`src/rtl/operand_fetch_if.sv`:
```
// Signal bundle around the operand-fetch stage: decode handshake, register-file
// read port, writeback snoop and execute handshake.
interface operand_fetch_if #(
    parameter int ADDR_WIDTH = 4,
    parameter int DATA_WIDTH = 16,
    parameter int CTL_WIDTH  = 8
);
    logic                  in_valid;
    logic                  in_ready;
    logic [ADDR_WIDTH-1:0] in_rs1;
    logic [ADDR_WIDTH-1:0] in_rs2;
    logic                  in_use_rs2;
    logic [DATA_WIDTH-1:0] in_imm;
    logic [CTL_WIDTH-1:0]  in_ctl;

    logic [ADDR_WIDTH-1:0] rf_radr;
    logic [DATA_WIDTH-1:0] rf_rdata;

    logic                  wb_we;
    logic [ADDR_WIDTH-1:0] wb_wadr;
    logic [DATA_WIDTH-1:0] wb_din;

    logic                  out_valid;
    logic                  out_ready;
    logic [DATA_WIDTH-1:0] out_a;
    logic [DATA_WIDTH-1:0] out_b;
    logic [CTL_WIDTH-1:0]  out_ctl;

    modport slave (
        input  in_valid, in_rs1, in_rs2, in_use_rs2, in_imm, in_ctl,
        input  rf_rdata, wb_we, wb_wadr, wb_din, out_ready,
        output in_ready, rf_radr, out_valid, out_a, out_b, out_ctl
    );

    modport master (
        output in_valid, in_rs1, in_rs2, in_use_rs2, in_imm, in_ctl,
        output rf_rdata, wb_we, wb_wadr, wb_din, out_ready,
        input  in_ready, rf_radr, out_valid, out_a, out_b, out_ctl
    );
endinterface

```
`src/rtl/operand_fetch.sv`:
```
// Operand-fetch stage: reads up to two sources through one registered RF read
// port, forwards snooped writebacks, and hands an operand bundle to execute.
//
// state | meaning
// IDLE  | empty, rf_radr = in_rs1, ready for a new instruction
// RD1   | capture A, issue read of rs2
// RD2   | capture B
// DONE  | bundle valid, waiting for out_ready
module operand_fetch #(
    parameter int ADDR_WIDTH = 4,
    parameter int DATA_WIDTH = 16,
    parameter int CTL_WIDTH  = 8
) (
    input  logic           clk,
    input  logic           rst_n,
    operand_fetch_if.slave io_of
);
    typedef enum logic [1:0] {S_IDLE, S_RD1, S_RD2, S_DONE} state_t;

    state_t                r_state;
    state_t                w_next;
    logic [ADDR_WIDTH-1:0] r_rs1;
    logic [ADDR_WIDTH-1:0] r_rs2;
    logic                  r_use_rs2;
    logic [DATA_WIDTH-1:0] r_imm;
    logic [CTL_WIDTH-1:0]  r_ctl_lat;
    logic [CTL_WIDTH-1:0]  r_ctl;
    logic [DATA_WIDTH-1:0] r_a;
    logic [DATA_WIDTH-1:0] r_b;
    logic [DATA_WIDTH-1:0] r_fwd_a;
    logic [DATA_WIDTH-1:0] r_fwd_b;
    logic                  r_hit_a;
    logic                  r_hit_b;

    logic                  w_in_ready;
    logic                  w_accept;
    logic                  w_wb_in_rs1;
    logic                  w_wb_rs1;
    logic                  w_wb_rs2;
    logic [ADDR_WIDTH-1:0] w_radr;

    assign w_in_ready  = (r_state == S_IDLE) || (r_state == S_DONE && io_of.out_ready);
    assign w_accept    = io_of.in_valid && w_in_ready;
    assign w_wb_in_rs1 = io_of.wb_we && (io_of.wb_wadr == io_of.in_rs1);
    assign w_wb_rs1    = io_of.wb_we && (io_of.wb_wadr == r_rs1);
    assign w_wb_rs2    = io_of.wb_we && (io_of.wb_wadr == r_rs2);

    always_ff @(posedge clk or negedge rst_n) begin
        if (!rst_n) begin
            r_state <= S_IDLE;
        end else begin
            r_state <= w_next;
        end
    end

    always_comb begin
        w_next = r_state;
        w_radr = io_of.in_rs1;
        case (r_state)
            S_IDLE: begin
                if (w_accept) w_next = S_RD1;
            end
            S_RD1: begin
                w_radr = r_rs2;
                w_next = r_use_rs2 ? S_RD2 : S_DONE;
            end
            S_RD2: begin
                w_radr = r_rs1;
                w_next = S_DONE;
            end
            S_DONE: begin
                if (io_of.out_ready) w_next = w_accept ? S_RD1 : S_IDLE;
            end
            default: w_next = S_IDLE;
        endcase
    end

    // The RF returns pre-write data on a same-edge read/write, so a write seen
    // while an address is being issued is held aside and preferred at capture.
    always_ff @(posedge clk or negedge rst_n) begin
        if (!rst_n) begin
            r_rs1     <= '0;
            r_rs2     <= '0;
            r_use_rs2 <= 1'b0;
            r_imm     <= '0;
            r_ctl_lat <= '0;
            r_ctl     <= '0;
            r_a       <= '0;
            r_b       <= '0;
            r_fwd_a   <= '0;
            r_fwd_b   <= '0;
            r_hit_a   <= 1'b0;
            r_hit_b   <= 1'b0;
        end else begin
            if (w_accept) begin
                r_rs1     <= io_of.in_rs1;
                r_rs2     <= io_of.in_rs2;
                r_use_rs2 <= io_of.in_use_rs2;
                r_imm     <= io_of.in_imm;
                r_ctl_lat <= io_of.in_ctl;
                r_hit_a   <= w_wb_in_rs1;
                r_fwd_a   <= io_of.wb_din;
            end
            case (r_state)
                S_RD1: begin
                    r_a     <= w_wb_rs1 ? io_of.wb_din :
                               (r_hit_a ? r_fwd_a : io_of.rf_rdata);
                    r_hit_a <= 1'b0;
                    r_ctl   <= r_ctl_lat;
                    if (r_use_rs2) begin
                        r_hit_b <= w_wb_rs2;
                        r_fwd_b <= io_of.wb_din;
                    end else begin
                        r_b     <= r_imm;
                        r_hit_b <= 1'b0;
                    end
                end
                S_RD2: begin
                    r_b     <= w_wb_rs2 ? io_of.wb_din :
                               (r_hit_b ? r_fwd_b : io_of.rf_rdata);
                    r_hit_b <= 1'b0;
                    if (w_wb_rs1) r_a <= io_of.wb_din;
                end
                S_DONE: begin
                    // Keep the waiting bundle current; an immediate B is never touched.
                    if (!io_of.out_ready) begin
                        if (w_wb_rs1) r_a <= io_of.wb_din;
                        if (r_use_rs2 && w_wb_rs2) r_b <= io_of.wb_din;
                    end
                end
                default: ;
            endcase
        end
    end

    assign io_of.in_ready  = w_in_ready;
    assign io_of.rf_radr   = w_radr;
    assign io_of.out_valid = (r_state == S_DONE);
    assign io_of.out_a     = r_a;
    assign io_of.out_b     = r_b;
    assign io_of.out_ctl   = r_ctl;
endmodule

```
`src/flat_wrapper.sv`:
```
// flat-port wrapper written by rule: the top's interface ports become plain ports
module operand_fetch_flat 
#(
    parameter int ADDR_WIDTH = 4,
    parameter int DATA_WIDTH = 16,
    parameter int CTL_WIDTH  = 8
)
  (clk, rst_n, io_of_in_valid, io_of_in_rs1, io_of_in_rs2, io_of_in_use_rs2, io_of_in_imm, io_of_in_ctl, io_of_rf_rdata, io_of_wb_we, io_of_wb_wadr, io_of_wb_din, io_of_out_ready, io_of_in_ready, io_of_rf_radr, io_of_out_valid, io_of_out_a, io_of_out_b, io_of_out_ctl);
  operand_fetch_if #(.ADDR_WIDTH(ADDR_WIDTH), .DATA_WIDTH(DATA_WIDTH), .CTL_WIDTH(CTL_WIDTH)) io_of_i ();
  input  logic clk;
  input  logic rst_n;
  input wire logic [$bits(io_of_i.in_valid)-1:0] io_of_in_valid;
  input wire logic [$bits(io_of_i.in_rs1)-1:0] io_of_in_rs1;
  input wire logic [$bits(io_of_i.in_rs2)-1:0] io_of_in_rs2;
  input wire logic [$bits(io_of_i.in_use_rs2)-1:0] io_of_in_use_rs2;
  input wire logic [$bits(io_of_i.in_imm)-1:0] io_of_in_imm;
  input wire logic [$bits(io_of_i.in_ctl)-1:0] io_of_in_ctl;
  input wire logic [$bits(io_of_i.rf_rdata)-1:0] io_of_rf_rdata;
  input wire logic [$bits(io_of_i.wb_we)-1:0] io_of_wb_we;
  input wire logic [$bits(io_of_i.wb_wadr)-1:0] io_of_wb_wadr;
  input wire logic [$bits(io_of_i.wb_din)-1:0] io_of_wb_din;
  input wire logic [$bits(io_of_i.out_ready)-1:0] io_of_out_ready;
  output wire logic [$bits(io_of_i.in_ready)-1:0] io_of_in_ready;
  output wire logic [$bits(io_of_i.rf_radr)-1:0] io_of_rf_radr;
  output wire logic [$bits(io_of_i.out_valid)-1:0] io_of_out_valid;
  output wire logic [$bits(io_of_i.out_a)-1:0] io_of_out_a;
  output wire logic [$bits(io_of_i.out_b)-1:0] io_of_out_b;
  output wire logic [$bits(io_of_i.out_ctl)-1:0] io_of_out_ctl;
  assign io_of_i.in_valid = io_of_in_valid;
  assign io_of_i.in_rs1 = io_of_in_rs1;
  assign io_of_i.in_rs2 = io_of_in_rs2;
  assign io_of_i.in_use_rs2 = io_of_in_use_rs2;
  assign io_of_i.in_imm = io_of_in_imm;
  assign io_of_i.in_ctl = io_of_in_ctl;
  assign io_of_i.rf_rdata = io_of_rf_rdata;
  assign io_of_i.wb_we = io_of_wb_we;
  assign io_of_i.wb_wadr = io_of_wb_wadr;
  assign io_of_i.wb_din = io_of_wb_din;
  assign io_of_i.out_ready = io_of_out_ready;
  assign io_of_in_ready = io_of_i.in_ready;
  assign io_of_rf_radr = io_of_i.rf_radr;
  assign io_of_out_valid = io_of_i.out_valid;
  assign io_of_out_a = io_of_i.out_a;
  assign io_of_out_b = io_of_i.out_b;
  assign io_of_out_ctl = io_of_i.out_ctl;
  operand_fetch #(.ADDR_WIDTH(ADDR_WIDTH), .DATA_WIDTH(DATA_WIDTH), .CTL_WIDTH(CTL_WIDTH)) u_core (.clk(clk), .rst_n(rst_n), .io_of(io_of_i));
endmodule
```
`config.mk`:
```
export PLATFORM = sky130hd
export DESIGN_NAME = operand_fetch_flat
export DESIGN_NICKNAME = d
export VERILOG_FILES = /design/src/rtl/operand_fetch_if.sv /design/src/rtl/operand_fetch.sv /design/src/flat_wrapper.sv
export SDC_FILE = /design/constraint.sdc
export NUM_CORES = 1
export LEC_CHECK = 0
export BUFFER_PORTS_ARGS = -buffer_cell sky130_fd_sc_hd__buf_4
export CAP_MARGIN = 20
export CORE_AREA = 2 2 138 140
export CTS_CLUSTER_SIZE = 24
export DETAILED_ROUTE_END_ITERATION = 12
export DIE_AREA = 0 0 140 142
export GPL_TIMING_DRIVEN = 0
export PLACE_DENSITY_LB_ADDON = 0.25
export SYNTH_ARGS = -nofsm -noshare
export SYNTH_HDL_FRONTEND = slang
export SYNTH_SLANG_ARGS = --single-unit
```
`constraint.sdc`:
```
create_clock -name clk -period 2.25 [get_ports clk]
set_input_delay 0.675 -clock clk [delete_from_list [all_inputs] [get_ports clk]]
set_output_delay 0.675 -clock clk [all_outputs]
set_load 0.02 [all_outputs]
```
======== Word level (Yosys, flattened, before mapping) ========
Index checks and enable logic that the tools add are counted.
word-level totals
  register bits after elaboration ......... 109
  bits in latches ......................... 0
  bits in writable memories ............... 0
  ROM bits ................................ 0
  bits of input ports ..................... 74
  output and inout bits ................... 46
  word-level logic and storage cells ...... 60
  memories kept ........................... 0
operators by class
  add/sub/neg operators ................... 0
  multiply operators ...................... 0
  divide/modulo/power cells ............... 0
  order comparisons ....................... 0
  eq/ne operators ......................... 11
  shifts and indexed selects .............. 0
  muxes and demuxes ....................... 21
  bitwise operators ....................... 0
  reduce and logical (&&, ||, !) cells .... 15
operators with widths
  cell                                                  number
  2-to-1 mux 16 bit                                     9
  case mux 16 bit (3 select lines)                      2
  equality test 4 bit                                   3
  case mux 2 bit (4 select lines)                       1
  case mux 4 bit (2 select lines)                       1
  logical AND 1 bit                                     6
  != test 2 bit (second input constant)                 3
  AND reduction 2 bit                                   3
  2-to-1 mux 1 bit                                      5
  equality test 2 bit (second input constant)           2
  2-to-1 mux 2 bit                                      2
  != test 2 x 1 -> 1 bit (second input constant)        2
  AND reduction 4 bit                                   1
  nonzero test 2 bit                                    2
  nonzero test 3 bit                                    1
  equality test 2 x 1 -> 1 bit (second input constant)  1
  zero test 2 bit                                       1
  case mux 1 bit (2 select lines)                       1
  logical OR 1 bit                                      1

======== Logic depth before layout (Yosys ltp) ========
  depth in word-level cells ............... 7
  gate-level depth with buffers ........... 9
  depth with buffers taken out ............ 7

======== Worst setup path before layout ========
Ideal clock, no wire load.
  path kind ............................... register -> output
  start ................................... reg u_core.r_state[1]
  end ..................................... out io_of_rf_radr[0]
  data arrival time ....................... 1653 ps
  data required time ...................... 1575 ps
  setup slack ............................. -78 ps
  cell stages (with the launch flop) ...... 7
  buffers on the path ..................... 2
  cells stage by stage .................... dfrtp_1 inv_1 ha_1 clkbuf_1 buf_1 a22oi_1 a21oi_1
between the ends
  word-level cells in the longest chain between the ends .. 2
  elaborated cells between the ends (all ways) .. 3
  classes of those cells .................. eq/ne (2); mux (1)
RTL lines
  item                                                                 line                 text
  start: declaration                                                   operand_fetch.sv:20  state_t r_state;
  start signal: assignment                                             operand_fetch.sv:52  r_state <= w_next;
  equality test 2 bit or equality test 2 x 1 -> 1 bit (tied branches)  operand_fetch.sv:59  case (r_state)
  case mux 4 bit (2 select lines) (*)                                  operand_fetch.sv:59
  end: declaration                                                     flat_wrapper.sv:24   output wire logic [$bits(io_of_i.rf_radr)-1:0] io_of_rf_radr;
Every way passes the cells marked *; elsewhere a longest branch is shown, timed or not.

======== Worst setup path after layout ========
  start ................................... reg u_core.r_state[0]
  end ..................................... out io_of_rf_radr[2]
Same word-level chain as after synthesis.

==> results.cfg <==
[run_status]
status = finished with violations
failed_checks = design-rule violations, negative setup slack

[placed_design]
pre_cts_slack_ns = -0.538
io_buffers = 119
dpl.hpwl_mm = 11.4
place.gp.congestion = 0.801

[clocking]
clockBufferDepth = 2
clkSinkCount = 109
clk_latency_ns = 0.36
h-tree-depth = 3
clock-root-buffer = clkbuf_16
numCtsBuffers = 9
tritoncts = yes
clk_pin_slew_ns = 0.08

[route]
wirelength_mm = 16.2
wire_per_inst_um = 19.3
dr.pass1.iters = 9
drtIter0Drc = 295
via_count = 4190
routed_via_density = 4.99
ant_nets = 0
drc = 6

[power]
p_leak_nw = 3.07
p_sw_share_pct = 39.6
clock_power_share_pct = 15.0
switchingPower_mw = 4.51
peakVddDrop_mv = 0.741
powerDensity_mw_per_mm2 = 1580
power.internal_mw = 6.88
p_comb_share_pct = 53.3
seqPwrFrac_pct = 31.7
power_mw = 11.4

[sta]
setup_ws_ns = -0.0877
fin_skew_ns = 0.0123
final_hold_viol_count = 0
tightest_slew_ns = 0.744
finalSetupViolCount = 5
maxSlewHeadroom_pct = 50.4
slew_viol_final = 0
fin_hold_ws_ns = 0.375
min_period_over_period_pct = 104
fin_crit_ns = 2.34
max_clock_freq_ghz = 0.428
grt_setup_unrepaired = true

[synthesis]
synth_top_area_share_pct = 50.4
yosysWarnings = 0
synth.largest_area_cell = dfrtp_1
synthTopCellsByArea = dfrtp_1 (50%), mux2_2 (19%), mux2i_1 (5.9%)
syn_area_per_cell_um2 = 11.8
synth-seq-area-share_pct = 50.4
syn_nets = 539
synth_edf_count = 0
synth_cell_types = 37
syn_area_mm2 = 0.00541
synth_seq_cells = 109
ys.flop_type = dfrtp_1
async_flop_share_pct = 100
syn_inst = 460

[floorplanning]
die_area_mm2 = 0.0199
floorplan.initialDensity_pct = 29.3
num_rows = 50
ios = 120
core_area_mm2 = 0.0185
die_y_um = 142
chipWidth_um = 140

[setup_path]
crit_path_end_kind = output pin
path_class = reg2out
critPathLaunchType = flop
crit_required_ns = 1.57
r2r_cells = 8
crit_fanout = 5
startpoint = u_core.r_state[0]$_DFFE_PN0P_
arrival_ns = 1.66
r2r-start = u_core.r_state[1]$_DFFE_PN0P_

[cells_and_area]
drive_above_1_share_pct = 47.1
fillers = 1786
nets = 679
antenna_cells = 0
area_growth_pct = 33.6

[global_route]
grt_max_degree = 56
grt_pass1_wl_mm = 25.5
grt_pass1_vias = 4365
overflow = 0
antenna_found_initial = 0
grt_usage_pct = 16.7

[min_path]
hold_class = in2async

[run]
cap_violations = 0
metrics by stage:
stage               instance area, µm²  utilization, %  instances  setup TNS (ns)
finish                            7230            39.2        839          -0.337
global route                      7230            39.2        839          -0.787
CTS                               7120            38.6        835          -0.492
detailed placement                6640            36.0        814          -12.60
global placement                  6610            35.8        813           -9.81
floorplan                         5420               -        460               0
critical path, stage by stage, from the launching register on:
cell and delay (ns):
dfrtp_1 0.38, inv_2 0.08, buf_12 0.13, ha_4 0.29, buf_8 0.14, nor2_2 0.05
a21oi_2 0.10, buf_4 0.15
cell usage in the layout (no fill, tap or decap), types with 3 or more instances in the layout:
cell         n
mux2i_1     32
inv_1        4
a31oi_1     32
o21ai_0      5
nor2b_1      3
o2bb2ai_1   16
clkinv_2     3
a22oi_2      4
dfrtp_1    109
a22o_1       5
buf_8        3
a21oi_2      4
nand3_1     11
ha_4         3
buf_4      129
xnor2_1      6
buf_2       12
mux2_2      89
clkbuf_1     6
nor2_1      34
nand2b_1     5
buf_12       3
xor2_1       5
nand2_1     16
clkbuf_16   10
nor2_4       3
nor3b_1      3
a21oi_1     13
a22oi_1      4
buf_6        4
power groups by stage:
| stage | combinational [mW] | clock [mW] | sequential, mW |
|---|---|---|---|
| final | 6.07 | 1.71 | 3.61 |
| after global routing | 6.57 | 1.83 | 3.73 |
| after CTS | 5.80 | 1.76 | 3.60 |
| after detailed placement | 5.43 | 0 | 3.62 |
| after global placement | 5.33 | 0 | 3.57 |
| after floorplan | 3.18 | 0 | 3.89 |
state kept, by name (all words and copies together) (netlist names):
name	flops
u_core.r_hit_a	1
u_core.io_of.out_b	16
u_core.io_of.out_ctl	8
u_core.r_fwd_a	16
u_core.r_rs1	4
u_core.io_of.out_a	16
u_core.r_ctl_lat	8
u_core.r_rs2	4
u_core.r_imm	16
u_core.r_use_rs2	1
u_core.r_fwd_b	16
u_core.r_hit_b	1
u_core.r_state	2
Yosys cell counts (all sizes together) (2+ instances only):
library cell    n
a21o            2
a21oi          17
a22o            5
a22oi           8
a31oi          32
buf            21
clkbuf         12
dfrtp         109
ha              5
inv             6
mux2           89
mux2i          32
nand2          16
nand2b          5
nand3          11
nor2           39
nor2b           3
nor3            4
nor3b           3
o21ai           6
o2bb2ai        16
xnor2           6
xor2            5
final timing paths:
kind,endpoint,slack [ns]
worst max-delay path,io_of_rf_radr[2],-0.09
worst min-delay path,u_core.io_of.out_ctl[5]$_DFFE_PN0N_,0.37
min in group clk,u_core.io_of.out_a[8]$_DFFE_PN0P_,0.49
worst max register to register,u_core.io_of.out_b[13]$_DFFE_PN0P_,0.11
worst min register to register,u_core.io_of.out_a[8]$_DFFE_PN0P_,0.49
max in group asynchronous,u_core.r_fwd_a[11]$_DFFE_PN0P_,1.13
layout make-up:
cell class / count / area (µm²) / area share (%)
buffer: 31 / 226 / 3.13
clock buffer: 9 / 225 / 3.12
clock inverter: 7 / 90.1 / 1.25
inverter: 6 / 22.5 / 0.312
multi-input combinational: 312 / 2600 / 36.0
sequential: 109 / 2730 / 37.7
tap: 234 / 293 / 4.05
timing repair buffer: 131 / 1040 / 14.4
what timing repair did:
item,4_1_cts,5_1_grt
buffers inserted,6,4
gates cloned,0,1
resized for setup,33,15
pin swaps,2,5
endpoints found under the setup margin,45,48
hold buffers,0,0
layer usage:
layer,part of all wire [%],up-vias,global-route usage [%]
met5,0,-,0
met4,1.0,0,4.04
met3,7.0,13,4.41
met2,46,132,26.7
met1,46,2095,22.9
li1,-,1950,-
cell families (layout without fill, tap and decap cells):
kind of cell | Yosys count | in the layout | share of synthesized area [%]
adders and majority gates | 5 | 5 | 1.16
and+or+nand+nor | 85 | 85 | 7.26
AOI/OAI and AO/OA | 90 | 90 | 11.3
DFF | 109 | 109 | 50.4
buffers and inverters | 39 | 184 | 3.63
muxes | 121 | 121 | 24.5
xor gates and xnor gates | 11 | 11 | 1.78
Power figures use the tool's default switching activity.
